File: src/rtl/vga_pkg.sv
// rtl/vga_pkg.sv - shared raster timing constants and generator state type
package vga_pkg;

    // 640x480@60, 25.175 MHz pixel clock, negative syncs
    localparam int VGA640_H_DISPLAY = 640;
    localparam int VGA640_H_FRONT   = 16;
    localparam int VGA640_H_SYNC    = 96;
    localparam int VGA640_H_BACK    = 48;
    localparam int VGA640_V_DISPLAY = 480;
    localparam int VGA640_V_FRONT   = 10;
    localparam int VGA640_V_SYNC    = 2;
    localparam int VGA640_V_BACK    = 33;
    localparam bit VGA640_HSYNC_POL = 1'b0;
    localparam bit VGA640_VSYNC_POL = 1'b0;

    // 800x600@60, 40 MHz pixel clock, positive syncs
    localparam int VGA800_H_DISPLAY = 800;
    localparam int VGA800_H_FRONT   = 40;
    localparam int VGA800_H_SYNC    = 128;
    localparam int VGA800_H_BACK    = 88;
    localparam int VGA800_V_DISPLAY = 600;
    localparam int VGA800_V_FRONT   = 1;
    localparam int VGA800_V_SYNC    = 4;
    localparam int VGA800_V_BACK    = 23;
    localparam bit VGA800_HSYNC_POL = 1'b1;
    localparam bit VGA800_VSYNC_POL = 1'b1;

    // 1024x768@60, 65 MHz pixel clock, negative syncs
    localparam int VGA1024_H_DISPLAY = 1024;
    localparam int VGA1024_H_FRONT   = 24;
    localparam int VGA1024_H_SYNC    = 136;
    localparam int VGA1024_H_BACK    = 160;
    localparam int VGA1024_V_DISPLAY = 768;
    localparam int VGA1024_V_FRONT   = 3;
    localparam int VGA1024_V_SYNC    = 6;
    localparam int VGA1024_V_BACK    = 29;
    localparam bit VGA1024_HSYNC_POL = 1'b0;
    localparam bit VGA1024_VSYNC_POL = 1'b0;

    typedef enum logic [1:0] {
        IDLE  = 2'd0,
        RUN   = 2'd1,
        DRAIN = 2'd2
    } vga_state_t;

    function automatic int vga_total(input int display, input int front,
                                     input int sync, input int back);
        return display + front + sync + back;
    endfunction

endpackage

File: src/rtl/vga_timing_gen_if.sv
// rtl/vga_timing_gen_if.sv - raster timing bus; VGA_TIMING_FRAME_CNT_EN adds frame_cnt
interface vga_timing_gen_if #(
    parameter int POS_W = 12
);
    logic             en;
    logic             pix_ce;
    logic             h_sync;
    logic             v_sync;
    logic             display_on;
    logic [POS_W-1:0] h_pos;
    logic [POS_W-1:0] v_pos;
    logic             line_start;
    logic             frame_start;
    logic             running;

`ifdef VGA_TIMING_FRAME_CNT_EN
    logic [15:0]      frame_cnt;

    modport master (
        input  en,
        output pix_ce, h_sync, v_sync, display_on, h_pos, v_pos,
               line_start, frame_start, running, frame_cnt
    );

    modport slave (
        output en,
        input  pix_ce, h_sync, v_sync, display_on, h_pos, v_pos,
               line_start, frame_start, running, frame_cnt
    );
`else
    modport master (
        input  en,
        output pix_ce, h_sync, v_sync, display_on, h_pos, v_pos,
               line_start, frame_start, running
    );

    modport slave (
        output en,
        input  pix_ce, h_sync, v_sync, display_on, h_pos, v_pos,
               line_start, frame_start, running
    );
`endif

endinterface

File: src/rtl/vga_pix_div.sv
// rtl/vga_pix_div.sv - clk-to-pixel divider producing a one-clk-wide pix_ce every DIV clks
module vga_pix_div #(
    parameter int DIV = 1
) (
    input  logic clk,
    input  logic rst,
    output logic pix_ce
);
    localparam int CW = (DIV > 1) ? $clog2(DIV) : 1;
    localparam logic [CW-1:0] LAST = CW'(DIV - 1);

    if (DIV < 1) begin : g_div_chk
        $error("vga_pix_div: DIV must be at least 1");
    end

    logic [CW-1:0] div_cnt;
    logic [CW-1:0] div_nxt;

    always_comb begin
        div_nxt = (div_cnt == LAST) ? '0 : div_cnt + CW'(1);
    end

    // pix_ce is registered from the next count so it is high exactly while div_cnt == LAST
    always_ff @(posedge clk or posedge rst) begin
        if (rst) begin
            div_cnt <= '0;
            pix_ce  <= 1'b0;
        end else begin
            div_cnt <= div_nxt;
            pix_ce  <= (div_nxt == LAST);
        end
    end

endmodule

File: src/rtl/vga_timing_gen.sv
// rtl/vga_timing_gen.sv - parametrised raster timing generator with frame-aligned run/stop
// Define VGA_TIMING_FRAME_CNT_EN to add the completed-frame counter on bus.frame_cnt.
module vga_timing_gen
    import vga_pkg::*;
#(
    parameter int H_DISPLAY = VGA640_H_DISPLAY,
    parameter int H_FRONT   = VGA640_H_FRONT,
    parameter int H_SYNC    = VGA640_H_SYNC,
    parameter int H_BACK    = VGA640_H_BACK,
    parameter int V_DISPLAY = VGA640_V_DISPLAY,
    parameter int V_FRONT   = VGA640_V_FRONT,
    parameter int V_SYNC    = VGA640_V_SYNC,
    parameter int V_BACK    = VGA640_V_BACK,
    parameter bit HSYNC_POL = VGA640_HSYNC_POL,
    parameter bit VSYNC_POL = VGA640_VSYNC_POL,
    parameter int POS_W     = 12,
    parameter int PIX_DIV   = 1
) (
    input  logic             clk,
    input  logic             rst,
    vga_timing_gen_if.master bus
);
    localparam int H_TOTAL      = vga_total(H_DISPLAY, H_FRONT, H_SYNC, H_BACK);
    localparam int V_TOTAL      = vga_total(V_DISPLAY, V_FRONT, V_SYNC, V_BACK);
    localparam int H_SYNC_START = H_DISPLAY + H_FRONT;
    localparam int H_SYNC_END   = H_SYNC_START + H_SYNC;
    localparam int V_SYNC_START = V_DISPLAY + V_FRONT;
    localparam int V_SYNC_END   = V_SYNC_START + V_SYNC;
    localparam logic [POS_W-1:0] H_LAST = POS_W'(H_TOTAL - 1);
    localparam logic [POS_W-1:0] V_LAST = POS_W'(V_TOTAL - 1);

    if (64'(H_TOTAL - 1) >= (64'd1 << POS_W)) begin : g_h_range_chk
        $error("vga_timing_gen: H_TOTAL-1 does not fit in POS_W bits");
    end
    if (64'(V_TOTAL - 1) >= (64'd1 << POS_W)) begin : g_v_range_chk
        $error("vga_timing_gen: V_TOTAL-1 does not fit in POS_W bits");
    end
    if (PIX_DIV < 1) begin : g_div_chk
        $error("vga_timing_gen: PIX_DIV must be at least 1");
    end

    logic pix_ce;

    vga_pix_div #(
        .DIV(PIX_DIV)
    ) u_pix_div (
        .clk    (clk),
        .rst    (rst),
        .pix_ce (pix_ce)
    );

    vga_state_t       state;
    logic [POS_W-1:0] h_cnt;
    logic [POS_W-1:0] v_cnt;
    logic             h_last;
    logic             v_last;
    logic             at_origin;
    logic             hs_act;
    logic             vs_act;
    logic             de_nxt;
    logic             advance;

    logic             h_sync_q;
    logic             v_sync_q;
    logic             display_on_q;
    logic [POS_W-1:0] h_pos_q;
    logic [POS_W-1:0] v_pos_q;
    logic             line_start_q;
    logic             frame_start_q;
    logic             running_q;

    // h_cnt/v_cnt hold the position that the next tick will present
    always_comb begin
        h_last    = (h_cnt == H_LAST);
        v_last    = (v_cnt == V_LAST);
        at_origin = (h_cnt == '0) && (v_cnt == '0);
        hs_act    = (int'(h_cnt) >= H_SYNC_START) && (int'(h_cnt) < H_SYNC_END);
        vs_act    = (int'(v_cnt) >= V_SYNC_START) && (int'(v_cnt) < V_SYNC_END);
        de_nxt    = (int'(h_cnt) < H_DISPLAY) && (int'(v_cnt) < V_DISPLAY);
        advance   = 1'b1;
        case (state)
            IDLE:    advance = bus.en;
            DRAIN:   advance = bus.en || !at_origin;
            default: advance = 1'b1;
        endcase
    end

    always_ff @(posedge clk or posedge rst) begin
        if (rst) begin
            state         <= IDLE;
            h_cnt         <= '0;
            v_cnt         <= '0;
            h_sync_q      <= ~HSYNC_POL;
            v_sync_q      <= ~VSYNC_POL;
            display_on_q  <= 1'b0;
            h_pos_q       <= '0;
            v_pos_q       <= '0;
            line_start_q  <= 1'b0;
            frame_start_q <= 1'b0;
            running_q     <= 1'b0;
        end else if (pix_ce) begin
            if (advance) begin
                state         <= bus.en ? RUN : DRAIN;
                h_pos_q       <= h_cnt;
                v_pos_q       <= v_cnt;
                h_sync_q      <= hs_act ? HSYNC_POL : ~HSYNC_POL;
                v_sync_q      <= vs_act ? VSYNC_POL : ~VSYNC_POL;
                display_on_q  <= de_nxt;
                line_start_q  <= (h_cnt == '0);
                frame_start_q <= at_origin;
                running_q     <= 1'b1;
                if (h_last) begin
                    h_cnt <= '0;
                    v_cnt <= v_last ? '0 : v_cnt + POS_W'(1);
                end else begin
                    h_cnt <= h_cnt + POS_W'(1);
                end
            end else begin
                // only reached from IDLE or at a frame boundary, so counters are already 0,0
                state         <= IDLE;
                h_cnt         <= '0;
                v_cnt         <= '0;
                h_sync_q      <= ~HSYNC_POL;
                v_sync_q      <= ~VSYNC_POL;
                display_on_q  <= 1'b0;
                h_pos_q       <= '0;
                v_pos_q       <= '0;
                line_start_q  <= 1'b0;
                frame_start_q <= 1'b0;
                running_q     <= 1'b0;
            end
        end
    end

    assign bus.pix_ce      = pix_ce;
    assign bus.h_sync      = h_sync_q;
    assign bus.v_sync      = v_sync_q;
    assign bus.display_on  = display_on_q;
    assign bus.h_pos       = h_pos_q;
    assign bus.v_pos       = v_pos_q;
    assign bus.line_start  = line_start_q;
    assign bus.frame_start = frame_start_q;
    assign bus.running     = running_q;

`ifdef VGA_TIMING_FRAME_CNT_EN
    logic [15:0] frame_cnt_q;

    // counts the tick that presents the last pixel of a frame, including a draining frame
    always_ff @(posedge clk or posedge rst) begin
        if (rst) begin
            frame_cnt_q <= '0;
        end else if (pix_ce && advance && h_last && v_last) begin
            frame_cnt_q <= frame_cnt_q + 16'd1;
        end
    end

    assign bus.frame_cnt = frame_cnt_q;
`endif

endmodule
File: src/flat_wrapper.sv
// flat-port wrapper written by rule: the top's interface ports become plain ports
module vga_timing_gen_flat import vga_pkg::*;
#(
    parameter int H_DISPLAY = VGA640_H_DISPLAY,
    parameter int H_FRONT   = VGA640_H_FRONT,
    parameter int H_SYNC    = VGA640_H_SYNC,
    parameter int H_BACK    = VGA640_H_BACK,
    parameter int V_DISPLAY = VGA640_V_DISPLAY,
    parameter int V_FRONT   = VGA640_V_FRONT,
    parameter int V_SYNC    = VGA640_V_SYNC,
    parameter int V_BACK    = VGA640_V_BACK,
    parameter bit HSYNC_POL = VGA640_HSYNC_POL,
    parameter bit VSYNC_POL = VGA640_VSYNC_POL,
    parameter int POS_W     = 12,
    parameter int PIX_DIV   = 1
)
  (clk, rst, bus_en, bus_pix_ce, bus_h_sync, bus_v_sync, bus_display_on, bus_h_pos, bus_v_pos, bus_line_start, bus_frame_start, bus_running);
  vga_timing_gen_if #(.POS_W(POS_W)) bus_i ();
  input  logic clk;
  input  logic rst;
  input wire logic [$bits(bus_i.en)-1:0] bus_en;
  output wire logic [$bits(bus_i.pix_ce)-1:0] bus_pix_ce;
  output wire logic [$bits(bus_i.h_sync)-1:0] bus_h_sync;
  output wire logic [$bits(bus_i.v_sync)-1:0] bus_v_sync;
  output wire logic [$bits(bus_i.display_on)-1:0] bus_display_on;
  output wire logic [$bits(bus_i.h_pos)-1:0] bus_h_pos;
  output wire logic [$bits(bus_i.v_pos)-1:0] bus_v_pos;
  output wire logic [$bits(bus_i.line_start)-1:0] bus_line_start;
  output wire logic [$bits(bus_i.frame_start)-1:0] bus_frame_start;
  output wire logic [$bits(bus_i.running)-1:0] bus_running;
  assign bus_i.en = bus_en;
  assign bus_pix_ce = bus_i.pix_ce;
  assign bus_h_sync = bus_i.h_sync;
  assign bus_v_sync = bus_i.v_sync;
  assign bus_display_on = bus_i.display_on;
  assign bus_h_pos = bus_i.h_pos;
  assign bus_v_pos = bus_i.v_pos;
  assign bus_line_start = bus_i.line_start;
  assign bus_frame_start = bus_i.frame_start;
  assign bus_running = bus_i.running;
  vga_timing_gen #(.H_DISPLAY(H_DISPLAY), .H_FRONT(H_FRONT), .H_SYNC(H_SYNC), .H_BACK(H_BACK), .V_DISPLAY(V_DISPLAY), .V_FRONT(V_FRONT), .V_SYNC(V_SYNC), .V_BACK(V_BACK), .HSYNC_POL(HSYNC_POL), .VSYNC_POL(VSYNC_POL), .POS_W(POS_W), .PIX_DIV(PIX_DIV)) u_core (.clk(clk), .rst(rst), .bus(bus_i));
endmodule
File: config.mk
export PLATFORM = sky130hd
export DESIGN_NAME = vga_timing_gen_flat
export DESIGN_NICKNAME = d
export VERILOG_FILES = /design/src/rtl/vga_pkg.sv /design/src/rtl/vga_timing_gen_if.sv /design/src/rtl/vga_pix_div.sv /design/src/rtl/vga_timing_gen.sv /design/src/flat_wrapper.sv
export SDC_FILE = /design/constraint.sdc
export NUM_CORES = 1
export LEC_CHECK = 0
export BUFFER_PORTS_ARGS = -buffer_cell sky130_fd_sc_hd__buf_2
export CAP_MARGIN = 20
export CORE_MARGIN = 2
export CORE_UTILIZATION = 30
export CTS_BUF_LIST = sky130_fd_sc_hd__clkbuf_16
export CTS_CLUSTER_SIZE = 10
export DETAILED_ROUTE_END_ITERATION = 6
export GPL_ROUTABILITY_DRIVEN = 1
export GPL_TIMING_DRIVEN = 0
export HOLD_SLACK_MARGIN = 0.1
export PLACE_DENSITY = 0.54
export SLEW_MARGIN = 20
export SYNTH_ARGS = -nofsm -noshare
export SYNTH_HDL_FRONTEND = slang
export SYNTH_SLANG_ARGS = --single-unit
File: constraint.sdc
create_clock -name clk -period 3.74 [get_ports clk]
set_input_delay 0.561 -clock clk [delete_from_list [all_inputs] [get_ports clk]]
set_output_delay 0.561 -clock clk [all_outputs]
set_load 0.05 [all_outputs]
==> impl_metrics.json, run 1 <==
{
  "final_area_um2": 3520,
  "wl_per_cell_um": 16.5,
  "r2r-start": "u_core.v_cnt[0]",
  "die_h_um": 103,
  "rows": 35,
  "cts_root_buffer": "clkbuf_16",
  "fin_skew_ns": 0.00586,
  "ioPinCount": 34,
  "max-vdd-ir-drop_uv": 321,
  "die_width_um": 103,
  "synth_area_um2": 2910,
  "powerDensity_nw_per_um2": 548,
  "num-fill-cells": 956,
  "status": "finished, final reports clean",
  "yosysTopAreaCell": "dfrtp_1",
  "layout_common_cells": "55 x dfrtp_1, 38 x buf_2, 37 x nand2_1, 24 x o2bb2ai_1, 24 x nor2_1",
  "layout_commonest_cell": "dfrtp_1",
  "critPathKind": "reg2reg",
  "die_area_um2": 10500,
  "grt_pass1_wl_um": 12800,
  "clk_pin_slew_worst_paths_ns": 0.05,
  "tns_ns": 0,
  "grt_pass1_vias": 2421,
  "max_cap_violations": 0,
  "diodes": 0,
  "yosys_warnings": 0,
  "cts_buffers": 9,
  "crit_fanout": 10,
  "coreArea_um2": 9330,
  "yosysSeqAreaShare_pct": 49.0,
  "postSynthAreaPerCell_um2": 9.98,
  "synth_edf_count": 0,
  "wl_met1_um": 3610,
  "reg2regPathDepth": 8,
  "ant_nets": 0,
  "drt_first_pass_iters": 4,
  "ctsHoldBuffers": 0,
  "post_cts_resized": 0,
  "fin_hold_ws_ns": 0.194,
  "synth-seq-cells": 57,
  "vias": 2427,
  "grt_max_degree": 34,
  "rsz0062_at_grt": "false",
  "grt-ovfl-total": 0,
  "routabilityCongestion": 0.885,
  "start_util_pct": 31.2,
  "synth_fp_nets": 299,
  "fmax_mhz": 392,
  "syn_to_final_growth_pct": 20.7,
  "htreeDepth": 3,
  "synthCells": 292,
  "antenna_found_initial": 0,
  "fin_crit_sh_pct": 68.2,
  "wl_met3_um": 317,
  "drc": 0,
  "drive_gt1_share_pct": 22.5,
  "drv_slew": 0,
  "hp-class": "in2async",
  "grtUsageTotal_pct": 16.1,
  "dpl_cell_area_um2": 3260,
  "vias_per_cell": 5.15,
  "cts_tree": "yes",
  "dr_wl_met2_um": 3730,
  "yosysTopAreaCellShare_pct": 47.2,
  "finalCriticalPeriod_ns": 2.55,
  "worst_slew_pin_slew_ns": 0.634,
  "slew-limit-headroom_pct": 57.7,
  "yosys-top-cells-area": "dfrtp_1 47%, o2bb2ai_1 7.2%, nand2_1 4.8%",
  "setup_viol": 0,
  "clock_latency_ns": 0.33,
  "ys_types": 51,
  "end_kind": "register",
  "dp_hpwl_um": 5470,
  "r2r_setup_slack_ns": 1.19,
  "wl_um": 7790,
  "drtIter0Drc": 112,
  "dr.max_layer_used": "met4",
  "fin_nets": 344,
  "leakage_nw": 1.55,
  "cts_setup_buffers": 0,
  "synthFlopType": "dfrtp_1",
  "io_buffers": 33,
  "async_reset_ff_share_pct": 100,
  "hold_viol_final": 0,
  "start_kind": "register",
  "crit_required_ns": 3.95,
  "reg2reg_to": "u_core.h_cnt[4]",
  "critPathArrivalTime_ns": 2.76,
  "cts_sinks": 57,
  "cts.path.max_buffers": 2
}
[cell families (layout without fill, tap and decap cells)]
kind of cell               count (synthesis)  after routing  synth area share (%)
and+or+nand+nor                          121            121                  22.6
AOI/OAI and AO/OA                         66             66                  17.5
DFF                                       57             57                  49.0
buffers and inverters                     33             83                  5.75
xor gates and xnor gates                   7              7                  2.10
adders and majority gates                  4              4                  1.72
muxes                                      3              3                  1.16
other                                      1              1                 0.129
[report_power, final]
part | switching (mW) | internal (mW) | leakage (nW)
sequential | 0.0718 | 0.691 | 0.743
clock | 0.275 | 0.433 | 0.136
combinational | 0.313 | 0.144 | 0.672
[worst max path at each step]
stage	slack (ns)	startpoint	end	cells after the start
finish	1.19	u_core.v_cnt[0]	u_core.h_cnt[4]	8
global route	1.05	u_core.v_cnt[1]	u_core.h_cnt[4]	8
CTS	1.19	u_core.v_cnt[1]	u_core.h_cnt[4]	8
detailed placement	1.20	u_core.v_cnt[1]	u_core.h_cnt[4]	8
global placement	0.99	rst	u_core.bus.frame_start	2
floorplan	1.56	u_core.v_cnt[0]	u_core.v_cnt[2]	7
[metal layers]
metal	global-route usage, %	vias to the layer above
li1	-	1153
met1	21.4	1216
met2	25.5	46
met3	3.80	12
met4	6.26	0
met5	0	-
[synthesized netlist by cell type, types with 5 or more instances]
cell	n
a21oi_1	6
dfrtp_1	55
inv_1	12
nand3_1	13
o21ai_1	5
nor3_1	14
o2bb2ai_1	24
xnor2_1	5
clkbuf_1	10
nor2_1	24
nand4_1	8
buf_2	5
nand2_1	37
[registers in the layout, summed over array words and instances, names as in the netlist]
name	cells
u_core.bus.h_pos	12
u_core.bus.v_pos	12
u_core.h_cnt	12
u_core.v_cnt	12
u_core.state	2
u_core.bus.display_on	1
u_core.bus.frame_start	1
u_core.bus.h_sync	1
u_core.bus.line_start	1
u_core.bus.running	1
u_core.bus.v_sync	1
u_core.u_pix_div.pix_ce	1
[metrics by stage]
stage | util [%] | total power [mW] | setup WS, ns | std cells
floorplan | - | 1.11 | 1.56 | 292
global placement | 34.7 | 1.23 | 0.988 | 454
detailed placement | 35.0 | 1.23 | 1.20 | 455
CTS | 37.7 | 1.95 | 1.19 | 471
global route | 37.7 | 2.02 | 1.05 | 471
finish | 37.7 | 1.93 | 1.19 | 471
[final cells by class]
class | instances | area [um^2] | area share (%)
plain buffers | 21 | 123 | 3.49
inverters | 12 | 47.5 | 1.35
multi-input cells | 202 | 1320 | 37.4
clock buffers | 9 | 225 | 6.40
flip-flops and latches | 57 | 1430 | 40.6
clock inverters | 7 | 30.0 | 0.853
repair buffers | 34 | 185 | 5.26
well taps | 129 | 161 | 4.59
[worst max-delay path, stage by stage (launching register included)]
cell	delay, ns
dfrtp_1	0.46
inv_1	0.12
ha_1	0.15
or3b_1	0.43
nor4_1	0.37
a31o_2	0.33
buf_2	0.27
nor2_1	0.10
a22o_1	0.22
Power figures use the tool's default switching activity.
==> run 2, diff against run 1 <==
==> constraint.sdc (replaced) <==
create_clock -name clk -period 2.4 [get_ports clk]
set_input_delay 0.36 -clock clk [delete_from_list [all_inputs] [get_ports clk]]
set_output_delay 0.36 -clock clk [all_outputs]
set_load 0.05 [all_outputs]
==> run 2 against run 1 <==
Compared with the run above: critical path depth unchanged; global-route usage up 0.24 points; hold slack better by 0.14 ns; setup slack worse by 1.1 ns; first-iteration DRC count down 4.5%; die area unchanged; clock skew up 0.00068 ns; clock power up 55%; register-to-register slack worse by 1.1 ns; core utilization up 0.97 points; critical endpoint is now u_core.v_cnt[4].
==> impl_metrics.json, run 2 (same netlist as run 1, synthesis figures left out) <==
{
  "coreArea_um2": 9330,
  "wl_um": 8010,
  "start_kind": "register",
  "pwr-share-comb_pct": 25.0,
  "reg2reg_to": "u_core.v_cnt[4]",
  "clock_latency_ns": 0.33,
  "cts_tree": "yes",
  "crit_fanout": 10,
  "critPathArrivalTime_ns": 2.52,
  "crit_path_max_incr_delay_ns": 0.45,
  "whs_path_depth": 2,
  "grtUsageTotal_pct": 16.3,
  "slew-limit-headroom_pct": 57.7,
  "dp_hpwl_um": 5470,
  "worstHoldStart": "bus_en",
  "crit_start": "u_core.v_cnt[0]",
  "drv_slew": 0,
  "clk_pin_slew_worst_paths_ns": 0.05,
  "crit_required_ns": 2.60,
  "grt-ovfl-total": 0,
  "fmax_mhz": 431,
  "routabilityCongestion": 0.885,
  "antenna_found_initial": 0,
  "die_width_um": 103,
  "status": "finished, final reports clean",
  "grt_max_degree": 34,
  "die_h_um": 103,
  "r2r-start": "u_core.v_cnt[0]",
  "diodes": 0,
  "hold_viol_final": 0,
  "end_kind": "register",
  "ant_nets": 0,
  "layout_common_cells": "53 x dfrtp_1, 37 x nand2_1, 35 x buf_2, 24 x o2bb2ai_1, 24 x nor2_1",
  "final_area_um2": 3610,
  "vias": 2463,
  "grt_pass1_wl_um": 13000,
  "start_util_pct": 31.2,
  "drive_gt1_share_pct": 25.6,
  "worst_slew_pin_slew_ns": 0.635,
  "r2r_setup_slack_ns": 0.08,
  "drc": 0,
  "layout_commonest_cell": "dfrtp_1",
  "setup_viol": 0,
  "swShare_pct": 34.3,
  "rows": 35,
  "cts_sinks": 57,
  "leakage_nw": 1.58,
  "worst_path_max_delay_cell": "dfrtp_2",
  "io_buffers": 33,
  "drt_first_pass_iters": 4,
  "cts_buffers": 9,
  "wl_per_cell_um": 16.8,
  "cts.path.max_buffers": 2,
  "powerDensity_nw_per_um2": 848,
  "vias_per_cell": 5.17,
  "max_cap_violations": 0,
  "cp-endpoint": "u_core.v_cnt[4]",
  "critPathKind": "reg2reg",
  "fin_skew_ns": 0.00654,
  "drtIter0Drc": 107,
  "sequentialPowerShare_pct": 39.0,
  "ioPinCount": 34,
  "fin_crit_sh_pct": 96.7,
  "clockPowerShare_pct": 36.0,
  "cts_root_buffer": "clkbuf_16",
  "die_area_um2": 10500,
  "finalCriticalPeriod_ns": 2.32,
  "dpl_cell_area_um2": 3260,
  "grt_pass1_vias": 2442,
  "worst_slack_ns": 0.0787,
  "internal-power_mw": 2.01,
  "switchingPower_mw": 1.05,
  "syn_to_final_growth_pct": 23.8,
  "fin_nets": 349,
  "reg2regPathDepth": 8,
  "hp-class": "in2reg",
  "htreeDepth": 3,
  "pre_cts_slack_ns": -0.140,
  "crit_chain": "inv_1, ha_1, or3b_4, nor4_4, a31oi_2, clkbuf_4, a31oi_1, o41ai_2",
  "max-vdd-ir-drop_uv": 503
}
==> run 2: cell types whose count changed in the layout (fill, tap and decap cells not counted), moves of 2 or more <==
cell,previous run,this run
buf_2,38,35
dfrtp_2,0,2
clkbuf_4,0,2
buf_4,2,8
dfrtp_1,55,53
nor4_1,4,2
==> run 2: layout make-up <==
| type | instances | area, um^2 |
|---|---|---|
| fillers | 952 | 5720 |
| clock inverters | 7 | 30.0 |
| plain buffers | 21 | 134 |
| clock buffers | 9 | 225 |
| multi-input cells | 202 | 1350 |
| flip-flops and latches | 57 | 1430 |
| inverters | 12 | 47.5 |
| well taps | 129 | 161 |
| repair buffers | 39 | 225 |
==> run 2: critical path: cells and delay by family (launching register included) <==
family | cells | cell delay, ns
simple gates | 2 | 0.72
buf+inv | 2 | 0.37
compound gates | 3 | 0.50
flops | 1 | 0.45
fa+ha+maj | 1 | 0.15
==> run 2: metal layers <==
layer / global-route usage [%] / part of all wire [%]
met5: 0 / 0
met4: 6.15 / 1.4
met3: 3.80 / 4.1
met2: 25.8 / 48
met1: 21.9 / 47
==> run 2: metrics by stage <==
step           setup TNS, ns  hold WS, ns  utilization (%)  cells  power, mW
2_1_floorplan              0        0.453                -    292       1.73
6_report                   0        0.337             38.7    476       3.06
4_1_cts                    0        0.319             38.4    474       3.07
3_5_place_dp           -2.42        0.357             35.0    455       1.92
3_3_place_gp           -9.80        0.465             34.7    454       1.91
5_1_grt            -0.000309        0.341             38.7    476       3.20
==> run 2: repair_timing <==
item	CTS	global route
pin swaps	2	5
endpoints found under the setup margin	35	38
resized for setup	8	6
hold buffers	1	0
endpoints found under the hold margin	23	0
setup buffers	2	2
==> run 2: worst min path at each step <==
stage / slack, ns / to
global route: 0.34 / u_core.state[1]
floorplan: 0.45 / u_core.state[1]
detailed placement: 0.36 / u_core.h_cnt[8]
CTS: 0.32 / u_core.state[1]
finish: 0.34 / u_core.state[1]
global placement: 0.46 / u_core.bus.v_pos[6]
==> run 2: power by group through the flow <==
stage          logic, mW  clock network (mW)  registers, mW
2_1_floorplan      0.339                   0           1.39
3_3_place_gp       0.711                   0           1.20
3_5_place_dp       0.719                   0           1.20
4_1_cts            0.752                1.13           1.19
5_1_grt            0.826                1.17           1.21
6_report           0.765                1.10           1.19
==> run 3, diff against run 2 <==
--- a/config.mk
+++ b/config.mk
@@ -5,17 +5,17 @@
 export SDC_FILE = /design/constraint.sdc
 export NUM_CORES = 1
 export LEC_CHECK = 0
-export BUFFER_PORTS_ARGS = -buffer_cell sky130_fd_sc_hd__buf_2
 export CAP_MARGIN = 20
 export CORE_MARGIN = 2
 export CORE_UTILIZATION = 30
 export CTS_BUF_LIST = sky130_fd_sc_hd__clkbuf_16
 export CTS_CLUSTER_SIZE = 10
 export DETAILED_ROUTE_END_ITERATION = 6
+export DONT_BUFFER_PORTS = 1
 export GPL_ROUTABILITY_DRIVEN = 1
 export GPL_TIMING_DRIVEN = 0
 export HOLD_SLACK_MARGIN = 0.1
-export PLACE_DENSITY = 0.54
+export PLACE_DENSITY = 0.51
 export SLEW_MARGIN = 20
 export SYNTH_ARGS = -nofsm -noshare
 export SYNTH_HDL_FRONTEND = slang
==> run 3 against run 2 <==
Compared with the run above: maximum frequency is 2.4% higher; clock skew is 0.0030 ns higher; hold slack worse by 0.21 ns; power is 1.1% higher; largest cell class unchanged.
==> impl_metrics.json, run 3 (same netlist as run 1, synthesis figures left out) <==
{
  "drc": 0,
  "worst_slack_ns": 0.134,
  "slew-limit-headroom_pct": 56.8,
  "diodes": 0,
  "syn_to_final_growth_pct": 18.6,
  "clock_latency_ns": 0.33,
  "finalCriticalPeriod_ns": 2.27,
  "crit_path_max_incr_delay_ns": 0.61,
  "setup_viol": 0,
  "rsz0062_at_grt": "false",
  "fin_skew_ns": 0.00958,
  "cts_root_buffer": "clkbuf_16",
  "grtUsageTotal_pct": 16.8,
  "wl_um": 7960,
  "reg2regPathDepth": 5,
  "layout_common_cells": "55 x dfrtp_1, 37 x nand2_1, 24 x o2bb2ai_1, 24 x nor2_1, 14 x nor3_1",
  "crit_fanout": 7,
  "drt_first_pass_iters": 4,
  "critPathArrivalTime_ns": 2.53,
  "drive_gt1_share_pct": 16.7,
  "die_area_um2": 10500,
  "fin_crit_sh_pct": 94.4,
  "r2r-start": "u_core.h_cnt[11]",
  "hp-class": "in2reg",
  "layout_commonest_cell": "dfrtp_1",
  "max-vdd-ir-drop_uv": 388,
  "critPathKind": "reg2reg",
  "worst_path_max_delay_cell": "or4_4",
  "cp_num_cells": 5,
  "worst_slew_pin_slew_ns": 0.649,
  "r2r_setup_slack_ns": 0.13,
  "cp-endpoint": "u_core.v_cnt[11]",
  "pre_cts_slack_ns": -0.156,
  "fmax_mhz": 441,
  "htreeDepth": 3,
  "routabilityCongestion": 0.882,
  "fin_nets": 315,
  "hold_viol_final": 0,
  "vias_per_cell": 5.30,
  "rows": 35,
  "worstHoldStart": "bus_en",
  "crit_required_ns": 2.66,
  "fin_hold_ws_ns": 0.129,
  "vias": 2336,
  "powerDensity_nw_per_um2": 895,
  "dp_hpwl_um": 5310,
  "die_width_um": 103,
  "grt_pass1_vias": 2442,
  "grt_max_degree": 57,
  "crit_start": "u_core.h_cnt[11]",
  "max_cap_violations": 0,
  "reg2reg_to": "u_core.v_cnt[11]",
  "num-fill-cells": 930,
  "die_h_um": 103,
  "start_kind": "register",
  "ant_nets": 0,
  "io_buffers": 0,
  "coreArea_um2": 9330,
  "clk_pin_slew_worst_paths_ns": 0.05,
  "drv_slew": 0,
  "leakage_nw": 1.42,
  "cts_tree": "yes",
  "grt_pass1_wl_um": 13300,
  "start_util_pct": 31.2,
  "cts_buffers": 9,
  "cts_sinks": 57,
  "crit_family": "simple AND/OR/NAND/NOR gates",
  "end_kind": "register",
  "crit_chain": "or4_4, or3_4, nor3_4, and2_4, a41o_1",
  "drtIter0Drc": 115,
  "antenna_found_initial": 0,
  "ioPinCount": 34,
  "cts.path.max_buffers": 2,
  "wl_per_cell_um": 18.0,
  "status": "finished, final reports clean",
  "path_buf_inv": 0,
  "grt-ovfl-total": 0
}
==> run 3: cell types whose count changed in the layout (fill, tap and decap cells not counted), sizes merged <==
cell    before  now
buf         48   14
bufinv       0    1
clkinv       5    4
inv         14   13
==> run 3: timing repair <==
action | in CTS | in global routing
buffers inserted | 2 | 1
pin swaps | 2 | 3
setup endpoints to repair | 39 | 54
hold buffers | 1 | 0
hold endpoints to repair | 55 | 0
gates resized for setup | 3 | 8
==> run 3: final cells by class <==
type	count	area, um^2	area share (%)
flip-flops and latches	57	1430	41.3
multi-input cells	202	1350	39.1
clock buffers	9	225	6.52
well taps	129	161	4.67
plain buffers	21	131	3.80
repair buffers	5	60.1	1.74
clock inverters	6	51.3	1.48
inverters	12	47.5	1.38
==> run 3: per-stage QoR <==
step / util (%) / std cells / total power, mW / area, um^2 / setup TNS [ns]
2_1_floorplan: - / 292 / 1.73 / 2910 / 0
3_3_place_gp: 33.0 / 421 / 1.86 / 3080 / -5.69
3_5_place_dp: 33.3 / 422 / 1.87 / 3110 / -2.89
4_1_cts: 36.6 / 440 / 3.12 / 3420 / -0.0647
5_1_grt: 37.0 / 441 / 3.26 / 3460 / 0
6_report: 37.0 / 441 / 3.09 / 3460 / 0
==> run 3: layer usage <==
layer | global-route usage [%] | vias to the layer above | wire [um]
met2 | 25.7 | 61 | 3670
met3 | 5.29 | 16 | 384
met4 | 7.28 | 0 | 153
li1 | - | 1100 | -
met1 | 21.9 | 1159 | 3750
met5 | 0 | - | 0
==> run 3: power by group <==
part	total [mW]	internal (mW)	switching, mW	leakage (nW)
Clock	1.20	0.780	0.419	0.141
Sequential	1.42	1.07	0.344	0.743
Combinational	0.479	0.216	0.263	0.541
Total	3.09	2.07	1.03	1.42
==> run 3: how the worst min path moves through the flow <==
stage	end	cells after the start
6_report	u_core.state[1]	1
5_1_grt	u_core.state[1]	1
4_1_cts	u_core.state[1]	1
3_5_place_dp	u_core.bus.h_pos[8]	1
3_3_place_gp	u_core.state[1]	1
2_1_floorplan	u_core.state[1]	2
==> run 3: worst reg2reg max path, delay by kind of cell (launching register included) <==
family          cells  cell delay (ns)
compound gates      1             0.16
simple gates        4             1.60
flops               1             0.45
